File: src/rtl/led_pattern_driver.sv
// led_pattern_driver: renders a buffered LED pattern as static, blink, chase or PWM dim
module led_pattern_driver #(
  parameter int LED_COUNT   = 5,
  parameter int TICK_DIV    = 50000,
  parameter int BLINK_TICKS = 250,
  parameter int CHASE_TICKS = 100,
  parameter int PWM_BITS    = 4
) (
  input  logic                 clk,
  input  logic                 reset,
  input  logic [LED_COUNT-1:0] pattern,
  input  logic [1:0]           mode,
  input  logic [PWM_BITS-1:0]  duty,
  output logic [LED_COUNT-1:0] leds,
  output logic                 tick,
  output logic                 changed
);
  localparam int PW   = $clog2(TICK_DIV);
  localparam int PMAX = BLINK_TICKS > CHASE_TICKS ? BLINK_TICKS : CHASE_TICKS;
  localparam int CW   = PMAX > 1 ? $clog2(PMAX) : 1;
  typedef enum logic [1:0] {STATIC, BLINK, CHASE, PWM} mode_t;
  logic [LED_COUNT-1:0] pattern_q, act_pat, rot, rot_left;
  mode_t                mode_q, act_mode;
  logic [PWM_BITS-1:0]  duty_q, duty_act, pwm_cnt;
  logic [PW-1:0]        presc;
  logic [CW-1:0]        phase_cnt, term;
  logic                 blink_on, wrap, load, entry;
  // next-state decisions shared by the register block
  always_comb begin
    term     = act_mode == BLINK ? CW'(BLINK_TICKS - 1) : CW'(CHASE_TICKS - 1);
    wrap     = phase_cnt == term;
    load     = tick && (pattern_q != act_pat || mode_q != act_mode);
    entry    = tick && mode_q != act_mode;
    rot_left = {rot[LED_COUNT-2:0], rot[LED_COUNT-1]};
  end
  // input stage, prescaler, apply logic, phase counters and registered LED drive
  always_ff @(posedge clk) begin
    if (reset) begin
      pattern_q <= '0;
      mode_q    <= STATIC;
      duty_q    <= '0;
      presc     <= '0;
      tick      <= 1'b0;
      changed   <= 1'b0;
      act_pat   <= '0;
      act_mode  <= STATIC;
      rot       <= '0;
      phase_cnt <= '0;
      blink_on  <= 1'b1;
      pwm_cnt   <= '0;
      duty_act  <= '0;
      leds      <= '0;
    end else begin
      pattern_q <= pattern;
      mode_q    <= mode_t'(mode);
      duty_q    <= duty;
      presc     <= presc == PW'(TICK_DIV - 1) ? '0 : presc + 1'b1;
      tick      <= presc == PW'(TICK_DIV - 2);
      changed   <= load;
      pwm_cnt   <= pwm_cnt + 1'b1;
      if (&pwm_cnt) duty_act <= duty_q;
      if (load) begin
        act_pat  <= pattern_q;
        act_mode <= mode_q;
        rot      <= pattern_q;
      end
      if (entry) begin
        phase_cnt <= '0;
        blink_on  <= 1'b1;
      end else if (tick && (act_mode == BLINK || act_mode == CHASE)) begin
        phase_cnt <= wrap ? '0 : phase_cnt + 1'b1;
        if (wrap && act_mode == BLINK) blink_on <= !blink_on;
        if (wrap && act_mode == CHASE && !load) rot <= rot_left;
      end
      leds <= act_mode == STATIC ? act_pat :
              act_mode == BLINK  ? (blink_on ? act_pat : '0) :
              act_mode == CHASE  ? rot :
              act_pat & {LED_COUNT{pwm_cnt < duty_act}};
    end
  end
endmodule
File: config.mk
export PLATFORM = sky130hd
export DESIGN_NAME = led_pattern_driver
export DESIGN_NICKNAME = d
export VERILOG_FILES = /design/src/rtl/led_pattern_driver.sv
export SDC_FILE = /design/constraint.sdc
export NUM_CORES = 1
export LEC_CHECK = 0
export ABC_AREA = 1
export BUFFER_PORTS_ARGS = -buffer_cell sky130_fd_sc_hd__buf_2
export CAP_MARGIN = 25
export CORE_AREA = 2 2 77 79
export DETAILED_ROUTE_END_ITERATION = 6
export DIE_AREA = 0 0 79 81
export GPL_ROUTABILITY_DRIVEN = 0
export MAX_ROUTING_LAYER = met4
export PLACE_DENSITY = 0.72
export SYNTH_ARGS = -nofsm -noshare
export SYNTH_HDL_FRONTEND = slang
export SYNTH_SLANG_ARGS = --single-unit
File: constraint.sdc
create_clock -name clk -period 1.64 [get_ports clk]
set_input_delay 0.164 -clock clk [delete_from_list [all_inputs] [get_ports clk]]
set_output_delay 0.164 -clock clk [all_outputs]
set_load 0.02 [all_outputs]
# After elaboration in Yosys (flattened, before gate mapping)

Index checks and enable logic that the tools add are counted.
Widths: inputs -> output; s select.

Output and inout bits: 7
Logic and storage cells: 51
Register bits after elaboration: 63

Muxes and demuxes: 10
Reduce and logical (&&, ||, !) cells: 15
Bitwise logic cells: 1
$lt $le $gt $ge: 1
Add/sub/neg operators: 3
Eq/ne operators: 7

Operator list:

| kind                  | count |
|---|---|
| $mux 5                | 8 |
| $eq 16x16->1 const B  | 2 |
| $add 16x1->16 const B | 1 |
| $mux 8                | 2 |
| $add 8x1->8 const B   | 1 |
| $eq 8x8->1            | 1 |
| $logic_and 1x1->1     | 6 |
| $and 5x5->5           | 1 |
| $ne 5x5->1            | 1 |
| $add 4x1->4 const B   | 1 |
| $lt 4x4->1            | 1 |
| $reduce_and 4->1      | 1 |
| $reduce_or 2->1       | 2 |
| $eq 2x1->1 const B    | 1 |
| $eq 2x2->1 const B    | 1 |
| $logic_not 1->1       | 2 |
| $logic_not 2->1       | 1 |
| $logic_or 1x1->1      | 2 |
| $ne 2x2->1            | 1 |
| $reduce_and 2->1      | 1 |

# Logic depth before layout (Yosys ltp)

Gate-level depths: netlist of the first run.

Word-level depth: 8
Mapped depth: 11
Mapped depth without buffers: 11

# Least setup slack after synthesis of the first run

Ideal clock, no wire load.

Path kind: register to register
Start point: reg act_mode[1]
End point: reg rot[0]
Cell stages (with the launch flop): 11
Setup slack: 0.072 ns
Library setup time: 0.064 ns
Arrival time: 1.504 ns
Clock period less this slack: 1.568 ns
Required time: 1.576 ns
Cell sequence: dfxtp_1 inv_1 ha_1 nand2_2 nor3_2 nand3_2 nor2_4 nand2_2 nand2_1 nor2_1 nor2_1

Longest elaborated chain between the ends: 8
Elaborated cells between the ends (all ways): 17
Those cells by class: eq/ne: 4; mux: 5; reduce/logical: 8

RTL lines:

| element                                              | line   | source |
|---|---|---|
| start: declaration                                   | 23     | `mode_t mode_q, act_mode;` |
| start signal: assignment                             | 64     | `act_mode <= mode_q;` |
| $eq 2x1->1 or $ne 2x2->1 (tied branches)             | -      |  |
| $mux 8 or $logic_or 1x1->1 (tied branches)           | 30, 32 |  |
| $eq 8x8->1 or $logic_and 1x1->1 (tied branches)      | 31, 32 |  |
| $logic_and 1x1->1 or $logic_not 1->1 (tied branches) | 73     | `if (wrap && act_mode == CHASE && !load) rot <= rot_left;` |
| $logic_and 1x1->1                                    | 73     |  |
| $mux 5                                               | 73     |  |
| $mux 5                                               | 70     | `end else if (tick && (act_mode == BLINK \|\| act_mode == CHASE)) begin` |
| $mux 5 (*)                                           | 67     | `if (entry) begin` |
| end signal: assignment                               | 65     | `rot <= pattern_q;` |
| end signal: assignment                               | 73     |  |
| end: declaration                                     | 22     | `logic [LED_COUNT-1:0] pattern_q, act_pat, rot, rot_left;` |

Every way passes the cells marked *; elsewhere a longest branch is shown, timed or not.
A chain may end at the register's enable or synchronous reset.

# Worst setup path after layout of the first run

Start point: reg act_mode[0]
End point: reg rot[2]

Same word-level chain as after synthesis.

==> impl_metrics.py, run 1 <==
metrics = {
    "critical_path": {
        "reg2reg_slack_ns": 0.04,
        "required_ns": 1.92,
        "setup.worst_path.end_class": "register",
        "endpoint_of_the_most_critical_register_to_register_path": "rot[2]",
        "cp_max_fo": 6,
        "critical_path_arrival_ns": 1.88,
        "crit-reg2reg-launch": "act_mode[0]",
        "worst_r2r_path_depth": 10,
        "cp-start-kind": "register",
        "setup.worst_path.class": "reg2reg",
    },
    "placement": {
        "portBuffers": 19,
        "place.detailed.instances": 486,
        "pre_cts_slack_ns": 0.00364,
        "dpl.hpwl_um": 3930,
    },
    "floorplan": {
        "die_w_um": 79,
        "die_area_um2": 6400,
        "fp.dieH_um": 81,
        "ios": 20,
        "row_count": 28,
        "core_area_um2": 5680,
        "starting_density_of_the_core_pct": 49.9,
    },
    "hold_path": {
        "whs_endpoint": "pattern_q[3]",
        "worst_hold_path.num_cells": 3,
        "worst_hold_path_type": "in2reg",
        "hp-start": "pattern[3]",
    },
    "power_and_ir_drop": {
        "worst_ir_drop_vdd_v": 0.000554,
        "power.static_leakage_uw": 0.00143,
        "clockPowerShare_pct": 41.6,
        "pwr-share-comb_pct": 4.4,
        "power_frac_seq_pct": 54.0,
        "switching_share_pct": 22.1,
        "internal-power_uw": 2270,
        "net-switching-power_uw": 646,
        "p_per_area_nw_per_um2": 874,
    },
    "global_route": {
        "antenna_violations_before_repair": 0,
        "pin_count_of_the_biggest_net_entering_global_routing": 18,
        "grt_util_all_layers_pct": 19.7,
        "grt_pass1_wl_um": 9510,
        "grt_remaining_overflow": 0,
        "first_global_vias": 2175,
    },
    "logic_synthesis": {
        "netlist.area_leader.share_pct": 44.5,
        "syn_warnings": 0,
        "synth_cells": 391,
        "synth_sequential_area_ratio_pct": 44.5,
        "postSynth.topFlopCell": "dfxtp_1",
        "ys_seq_elements": 63,
        "netlist-cell-type-count": 28,
        "synthesis.nets": 414,
        "postSynth.asyncResetShare_pct": 0,
        "synth_top_cells_by_area": "dfxtp_1, nand2_1, inv_1, a21oi_1, nor2_1",
        "synth_area_per_cell_um2": 7.25,
        "synth_enable_flop_cells": 0,
        "synthesis.area_um2": 2830,
        "synth.largest_area_cell": "dfxtp_1",
    },
    "layout": {
        "antenna-diode-count": 0,
        "layout.cells.most_common": "nand2_1",
        "layout_cells_sized_above_1_pct": 17.9,
        "flow.area_growth_from_synthesis_pct": 17.9,
        "num-nets-final": 448,
        "instances_no_fill": 504,
        "layout_common_cells": "nand2_1, dfxtp_1, inv_1",
    },
    "timing": {
        "final.setup.worst_slack_ns": 0.0382,
        "timing.final.max_slew_violations": 0,
        "fmaxAchievable_mhz": 624,
        "worst-slew-pin-transition_ns": 0.399,
        "max-slew-margin-rel_pct": 73.4,
        "timing.clock.skew_ns": 0.00869,
        "layout_min_cycle_time_ns": 1.60,
        "grt_setup_unrepaired": "true",
        "layout_worst_path_cycle_share_pct": 97.7,
        "final-setup-viol-count": 0,
        "hold_viol": 0,
    },
    "clock_tree": {
        "clkSinkCount": 63,
        "cts_tree": "yes",
        "cts_inserted_buffers": 9,
        "cts.reportedPaths.clkPinSlew_ns": 0.07,
        "htree_num_levels": 3,
        "clkLatencyLatePin_ns": 0.34,
        "clock-root-buffer": "clkbuf_8",
        "clk_path_buf_depth": 2,
    },
    "detailed_routing": {
        "detail_route.drc_violations": 0,
        "drt-pass1-iter-count": 4,
        "wl_per_cell_um": 11.1,
        "vias_per_cell": 4.92,
        "detailroute.via_count": 2479,
        "detail-route-antenna-nets": 0,
        "wirelength_um": 5610,
        "drtIter0Drc": 211,
    },
    "run_status": {
        "outcome": "completed",
    },
    "job": {
        "max_cap_violations": 0,
    },
}
through the flow:
step                util, %  total power [uW]  TNS [ns]  instance area, um2  hold WS, ns
detailed placement     53.9              1740         0                3060        0.372
global placement       53.9              1730         0                3060        0.361
CTS                    57.0              2950         0                3230       0.0134
finish                 58.9              2920         0                3340       0.0238
global route           58.9              3050    -0.202                3340      0.00895
floorplan                 -              1690         0                2830        0.271
cell type report:
class	count	area [um2]
flip-flops and latches	63	1260
repair buffers	32	193
fillers	532	2330
multi-input cells	262	1400
well taps	75	93.8
inverters	57	216
clock buffers	15	176
repair_timing:
action / 4_1_cts / 5_1_grt
pin swaps: 3 / 12
hold buffers: 0 / 0
gates resized for setup: 0 / 25
endpoints found under the setup margin: 5 / 24
buffers inserted: 0 / 3
metal layers:
| layer | share of wire [%] | vias up | global-route usage, % |
|---|---|---|---|
| li1 | - | 1307 | - |
| met1 | 46 | 1115 | 23.0 |
| met2 | 48 | 45 | 31.7 |
| met3 | 3.9 | 12 | 7.11 |
| met4 | 1.7 | 0 | 6.38 |
| met5 | 0 | - | - |
synthesized netlist by cell type, types with 2 or more instances:
cell type	n
o21ai_0	13
or2_2	5
a21oi_1	39
nand4_1	4
dfxtp_1	63
nand2_2	3
nand2_1	76
xor2_1	10
buf_2	2
nor3_1	8
inv_1	56
clkbuf_1	5
nor2_1	52
ha_1	10
nor4_1	3
nand3_1	29
nor3_2	2
critical path: stages (launching register included):
cell and delay [ns]:
dfxtp_2 0.34, inv_2 0.05, ha_4 0.26, nand2_4 0.06, nor3_4 0.19, nand3_2 0.12, nor2_4 0.20, nand2_4 0.09
nand2_1 0.08, nor2_1 0.04, nor2_1 0.09
worst max-delay path by stage:
| stage | slack, ns | endpoint | start |
|---|---|---|---|
| floorplan | 0.07 | rot[0] | act_mode[1] |
| global placement | 0.03 | rot[1] | act_mode[0] |
| detailed placement | 0.004 | rot[2] | act_mode[0] |
| CTS | 0.006 | rot[2] | act_mode[0] |
| global route | -0.07 | rot[2] | act_mode[0] |
| finish | 0.04 | rot[2] | act_mode[0] |
cells by family (layout without fill, tap and decap cells):
group,Yosys count,count (layout),synth area share (%)
simple gates,187,187,29.0
buf+inv,66,104,8.96
flops,63,63,44.5
compound gates,54,54,9.76
xor+xnor,11,11,3.40
fa+ha+maj,10,10,4.42
state kept, by name, summed over array words and instances (netlist names), 2 cells and up:
signal and flops:
phase_cnt 8, duty_q 4, act_mode 2, duty_act 4, rot 5, mode_q 2, pattern_q 5, presc 16
pwm_cnt 4, act_pat 5, leds 5
power by group through the flow:
stage,clock (uW),sequential [uW],combinational [uW]
2_1_floorplan,0,1610,85.1
3_3_place_gp,0,1610,122
3_5_place_dp,0,1610,125
4_1_cts,1250,1580,125
5_1_grt,1320,1580,150
6_report,1220,1580,129
(Power assumes the default switching activity.)
==> run 2: changes to the inputs <==
--- a/config.mk
+++ b/config.mk
@@ -12,7 +12,6 @@
 export DETAILED_ROUTE_END_ITERATION = 6
 export DIE_AREA = 0 0 79 81
 export GPL_ROUTABILITY_DRIVEN = 0
-export MAX_ROUTING_LAYER = met4
 export PLACE_DENSITY = 0.72
 export SYNTH_ARGS = -nofsm -noshare
 export SYNTH_HDL_FRONTEND = slang
==> impl_metrics.py, run 2 (synthesis results as in run 1) <==
metrics = {
    "layout": {
        "layout_cells_sized_above_1_pct": 17.9,
        "largest_registers": "presc x16, phase_cnt x8",
        "flow.area_growth_from_synthesis_pct": 17.9,
        "end_of_flow_core_utilization_pct": 58.9,
        "layout.cells.most_common": "nand2_1",
        "layout_common_cells": "nand2_1, dfxtp_1, inv_1",
        "largest_reg_flops": 16,
        "regMostFlops": "presc",
        "post-route-cell-area_um2": 3340,
        "antenna-diode-count": 0,
        "num-nets-final": 448,
    },
    "clock_tree": {
        "cts_tree": "yes",
        "clk_path_buf_depth": 2,
        "clkSinkCount": 63,
        "clock-root-buffer": "clkbuf_8",
        "cts_hold_buf": 0,
        "cts_inserted_buffers": 9,
        "cts.reportedPaths.clkPinSlew_ns": 0.07,
        "clkLatencyLatePin_ns": 0.34,
        "htree_num_levels": 3,
    },
    "floorplan": {
        "die_w_um": 79,
        "row_count": 28,
        "ios": 20,
        "starting_density_of_the_core_pct": 49.9,
        "die_area_um2": 6400,
        "fp.dieH_um": 81,
        "core_area_um2": 5680,
    },
    "global_route": {
        "antenna_violations_before_repair": 0,
        "grt_pass1_wl_um": 9510,
        "grt_remaining_overflow": 0,
        "pin_count_of_the_biggest_net_entering_global_routing": 18,
        "grt_util_all_layers_pct": 19.1,
        "first_global_vias": 2177,
    },
    "placement": {
        "dpl.hpwl_um": 3930,
        "portBuffers": 19,
        "postPlaceCellArea_um2": 3060,
    },
    "detailed_routing": {
        "wirelength_um": 5640,
        "detailroute.via_count": 2481,
        "wl_per_cell_um": 11.2,
        "detail_route.drc_violations": 0,
        "vias_per_cell": 4.92,
        "detail-route-antenna-nets": 0,
        "drtIter0Drc": 165,
        "drt-pass1-iter-count": 5,
    },
    "timing": {
        "layout_min_cycle_time_ns": 1.60,
        "fmaxAchievable_mhz": 624,
        "timing.final.max_slew_violations": 0,
        "max-slew-margin-rel_pct": 72.1,
        "final-setup-viol-count": 0,
        "hold_viol": 0,
        "layout_worst_path_cycle_share_pct": 97.7,
        "fin_worst_hold_slack_ns": 0.0239,
        "timing.clock.skew_ns": 0.00790,
        "worst-slew-pin-transition_ns": 0.417,
        "grt_setup_unrepaired": "true",
    },
    "power_and_ir_drop": {
        "net-switching-power_uw": 650,
        "worst_ir_drop_vdd_v": 0.000553,
        "p_per_area_nw_per_um2": 875,
        "clockPowerShare_pct": 41.7,
        "internal-power_uw": 2270,
        "pwr-share-comb_pct": 4.4,
        "power.static_leakage_uw": 0.00143,
        "switching_share_pct": 22.2,
        "p_total_uw": 2920,
        "power_frac_seq_pct": 53.9,
    },
    "job": {
        "max_cap_violations": 0,
    },
    "critical_path": {
        "reg2reg_slack_ns": 0.04,
        "setup.worst_path.class": "reg2reg",
        "worstSetupStartpoint": "act_mode[0]",
        "cp-start-kind": "register",
        "setup.worst_path.end_class": "register",
        "required_ns": 1.92,
        "cp_max_fo": 6,
        "crit-reg2reg-launch": "act_mode[0]",
        "critical_path_arrival_ns": 1.88,
    },
    "run_status": {
        "outcome": "completed",
    },
    "hold_path": {
        "hp-start": "pattern[3]",
        "worst_hold_path_type": "in2reg",
    },
}
[run 2: worst max-delay path, stage by stage, from the launching register on]
cell	delay, ns
dfxtp_2	0.34
inv_2	0.05
ha_4	0.26
nand2_4	0.06
nor3_4	0.19
nand3_2	0.12
nor2_4	0.20
nand2_4	0.09
nand2_1	0.07
nor2_1	0.04
nor2_1	0.09
[run 2: power by group through the flow]
stage	clock [uW]	combinational (uW)	sequential [uW]
floorplan	0	85.1	1610
global placement	0	122	1610
detailed placement	0	125	1610
CTS	1250	125	1580
global route	1320	150	1580
finish	1220	129	1580
[run 2: layout make-up]
| class | instances | area [um2] |
|---|---|---|
| Clock buffer | 15 | 176 |
| Fill cell | 532 | 2330 |
| Inverter | 57 | 216 |
| Multi-Input combinational cell | 262 | 1400 |
| Sequential cell | 63 | 1260 |
| Tap cell | 75 | 93.8 |
| Timing Repair Buffer | 32 | 193 |
[run 2: through the flow]
step	worst slack [ns]	setup TNS, ns	instances
final	0.0384	0	504
after global routing	-0.0664	-0.202	504
after CTS	0.00594	0	501
after detailed placement	0.00364	0	486
after global placement	0.0265	0	486
after floorplan	0.0724	0	391
[run 2: path summary, 6_finish.rpt]
kind              depth (start not counted)            to
setup / recovery                         10        rot[2]
hold / removal                            3  pattern_q[3]
setup reg to reg                         10        rot[2]
hold reg to reg                           2   duty_act[0]
[run 2: layer usage]
metal | vias up | track usage, % | routed length (um)
li1 | 1309 | - | -
met1 | 1117 | 23.0 | 2600
met2 | 44 | 31.7 | 2700
met3 | 11 | 7.11 | 239
met4 | 0 | 6.38 | 99
met5 | - | 0 | 0
[run 2: what timing repair did]
item                                   4_1_cts  5_1_grt
pin swaps                                    3       12
resized for setup                            0       25
endpoints found under the hold margin        0        0
gates cloned                                 0        0
setup endpoints to repair                    5       24
setup buffers                                0        3
==> run 3: changes to the inputs <==
--- a/config.mk
+++ b/config.mk
@@ -12,7 +12,7 @@
 export DETAILED_ROUTE_END_ITERATION = 6
 export DIE_AREA = 0 0 79 81
 export GPL_ROUTABILITY_DRIVEN = 0
-export PLACE_DENSITY = 0.72
+export PLACE_DENSITY_LB_ADDON = 0.3
 export SYNTH_ARGS = -nofsm -noshare
 export SYNTH_HDL_FRONTEND = slang
 export SYNTH_SLANG_ARGS = --single-unit
==> impl_metrics.py, run 3 (synthesis results as in run 1) <==
metrics = {
    "run_status": {
        "outcome": "completed",
    },
    "power_and_ir_drop": {
        "worst_ir_drop_vdd_v": 0.000872,
        "power.static_leakage_uw": 0.00146,
        "p_per_area_nw_per_um2": 881,
    },
    "global_route": {
        "first_global_vias": 2350,
        "grt_pass1_wl_um": 10200,
        "grt_remaining_overflow": 0,
        "grt_util_all_layers_pct": 20.4,
        "antenna_violations_before_repair": 0,
        "pin_count_of_the_biggest_net_entering_global_routing": 20,
    },
    "layout": {
        "post-route-cell-area_um2": 3380,
        "largest_registers": "presc x16, phase_cnt x8",
        "layout_cells_sized_above_1_pct": 19.0,
        "num-nets-final": 455,
        "fillers": 541,
        "largest_reg_flops": 16,
        "end_of_flow_core_utilization_pct": 59.6,
        "layout.area.seq_um2": 1260,
        "layout_common_cells": "nand2_1, dfxtp_1, inv_1",
        "flow.area_growth_from_synthesis_pct": 19.3,
        "antenna-diode-count": 0,
        "regMostFlops": "presc",
        "instances_no_fill": 511,
        "multiInputGateArea_um2": 1390,
        "layout.cells.most_common": "nand2_1",
    },
    "critical_path": {
        "reg2reg_slack_ns": 0.02,
        "setup.worst_path.end_class": "register",
        "cp_max_fo": 6,
        "crit-reg2reg-launch": "act_mode[0]",
        "critical_path_arrival_ns": 1.91,
        "required_ns": 1.93,
        "setup.worst_path.class": "reg2reg",
        "cp-start-kind": "register",
        "endpoint_of_the_most_critical_register_to_register_path": "rot[0]",
        "worst_r2r_path_depth": 10,
    },
    "hold_path": {
        "worst_hold_path_type": "in2reg",
        "whs_endpoint": "pattern_q[3]",
        "hp-start": "pattern[3]",
        "worst_hold_path.num_cells": 3,
    },
    "detailed_routing": {
        "detailroute.via_count": 2536,
        "drtIter0Drc": 160,
        "detail-route-antenna-nets": 0,
        "vias_per_cell": 4.96,
        "wirelength_um": 5990,
        "detail_route.drc_violations": 0,
        "drt-pass1-iter-count": 4,
        "wl_per_cell_um": 11.7,
    },
    "timing": {
        "final-setup-viol-count": 0,
        "grt_setup_unrepaired": "true",
        "timing.final.max_slew_violations": 0,
        "layout_min_cycle_time_ns": 1.62,
        "max-slew-margin-rel_pct": 72.6,
        "fmaxAchievable_mhz": 618,
        "timing.clock.skew_ns": 0.00641,
        "layout_worst_path_cycle_share_pct": 98.7,
        "hold_viol": 0,
        "worst-slew-pin-transition_ns": 0.410,
    },
    "floorplan": {
        "fp.dieH_um": 81,
        "ios": 20,
        "starting_density_of_the_core_pct": 49.9,
        "core_area_um2": 5680,
        "row_count": 28,
        "die_area_um2": 6400,
        "die_w_um": 79,
    },
    "clock_tree": {
        "clk_path_buf_depth": 2,
        "htree_num_levels": 3,
        "clkSinkCount": 63,
        "cts_tree": "yes",
        "cts_inserted_buffers": 9,
        "clock-root-buffer": "clkbuf_8",
        "clkLatencyLatePin_ns": 0.35,
        "cts.reportedPaths.clkPinSlew_ns": 0.07,
    },
    "placement": {
        "portBuffers": 19,
        "postPlaceCellArea_um2": 3070,
        "dpl.hpwl_um": 4090,
        "place.detailed.instances": 487,
    },
    "job": {
        "max_cap_violations": 0,
    },
}
[run 3: how the worst max path moves through the flow]
stage                start  endpoint  slack (ns)  cells after the start
2_1_floorplan  act_mode[1]    rot[0]        0.07                     10
3_3_place_gp   act_mode[0]    rot[1]        0.02                     10
3_5_place_dp   act_mode[0]    rot[3]       -0.03                     10
4_1_cts        act_mode[1]    rot[0]       0.006                     10
5_1_grt        act_mode[0]    rot[0]       -0.11                     10
6_report       act_mode[0]    rot[0]        0.02                     10
[run 3: layout make-up]
class | count | share of cell area, %
Clock buffer | 10 | 3.77
Sequential cell | 63 | 37.4
Timing Repair Buffer | 39 | 7.25
Multi-Input combinational cell | 262 | 41.0
Tap cell | 75 | 2.78
Inverter | 57 | 6.33
Clock inverter | 5 | 1.48
[run 3: per-layer routing]
metal / part of all wire, % / track usage (%)
met5: 0 / 0
met4: 2.7 / 10.3
met3: 5.3 / 6.89
met2: 48 / 33.2
met1: 44 / 24.2
[run 3: critical path, cell delays in order, from the launching register on]
cell and delay (ns):
dfxtp_2 0.35, inv_2 0.05, ha_4 0.27, nand2_4 0.07, nor3_4 0.20, nand3_2 0.14, nor2_4 0.20, nand2_4 0.09
nand2_2 0.07, nor2_1 0.04, nor2_1 0.09
[run 3: power breakdown]
group	leakage [uW]	internal (uW)	switching, uW
combinational	0.000855	52.1	81.0
sequential	0.000513	1560	19.6
clock	0.0000957	682	588
total	0.00146	2290	689
[run 3: through the flow]
step / worst slack, ns / power [uW] / hold WS (ns) / TNS, ns
3_5_place_dp: -0.0290 / 1740 / 0.372 / -0.108
2_1_floorplan: 0.0724 / 1690 / 0.271 / 0
5_1_grt: -0.110 / 3090 / 0.00581 / -0.395
6_report: 0.0212 / 2980 / 0.0110 / 0
4_1_cts: 0.00647 / 3000 / 0.00889 / 0
3_3_place_gp: 0.0184 / 1730 / 0.363 / 0
[run 3: what timing repair did]
action                                  4_1_cts  5_1_grt
gates resized for setup                       5       16
endpoints found under the setup margin        5       16
buffers inserted                              1        8
hold buffers                                  0        0
pin swaps                                     5        9
hold endpoints to repair                      0        0
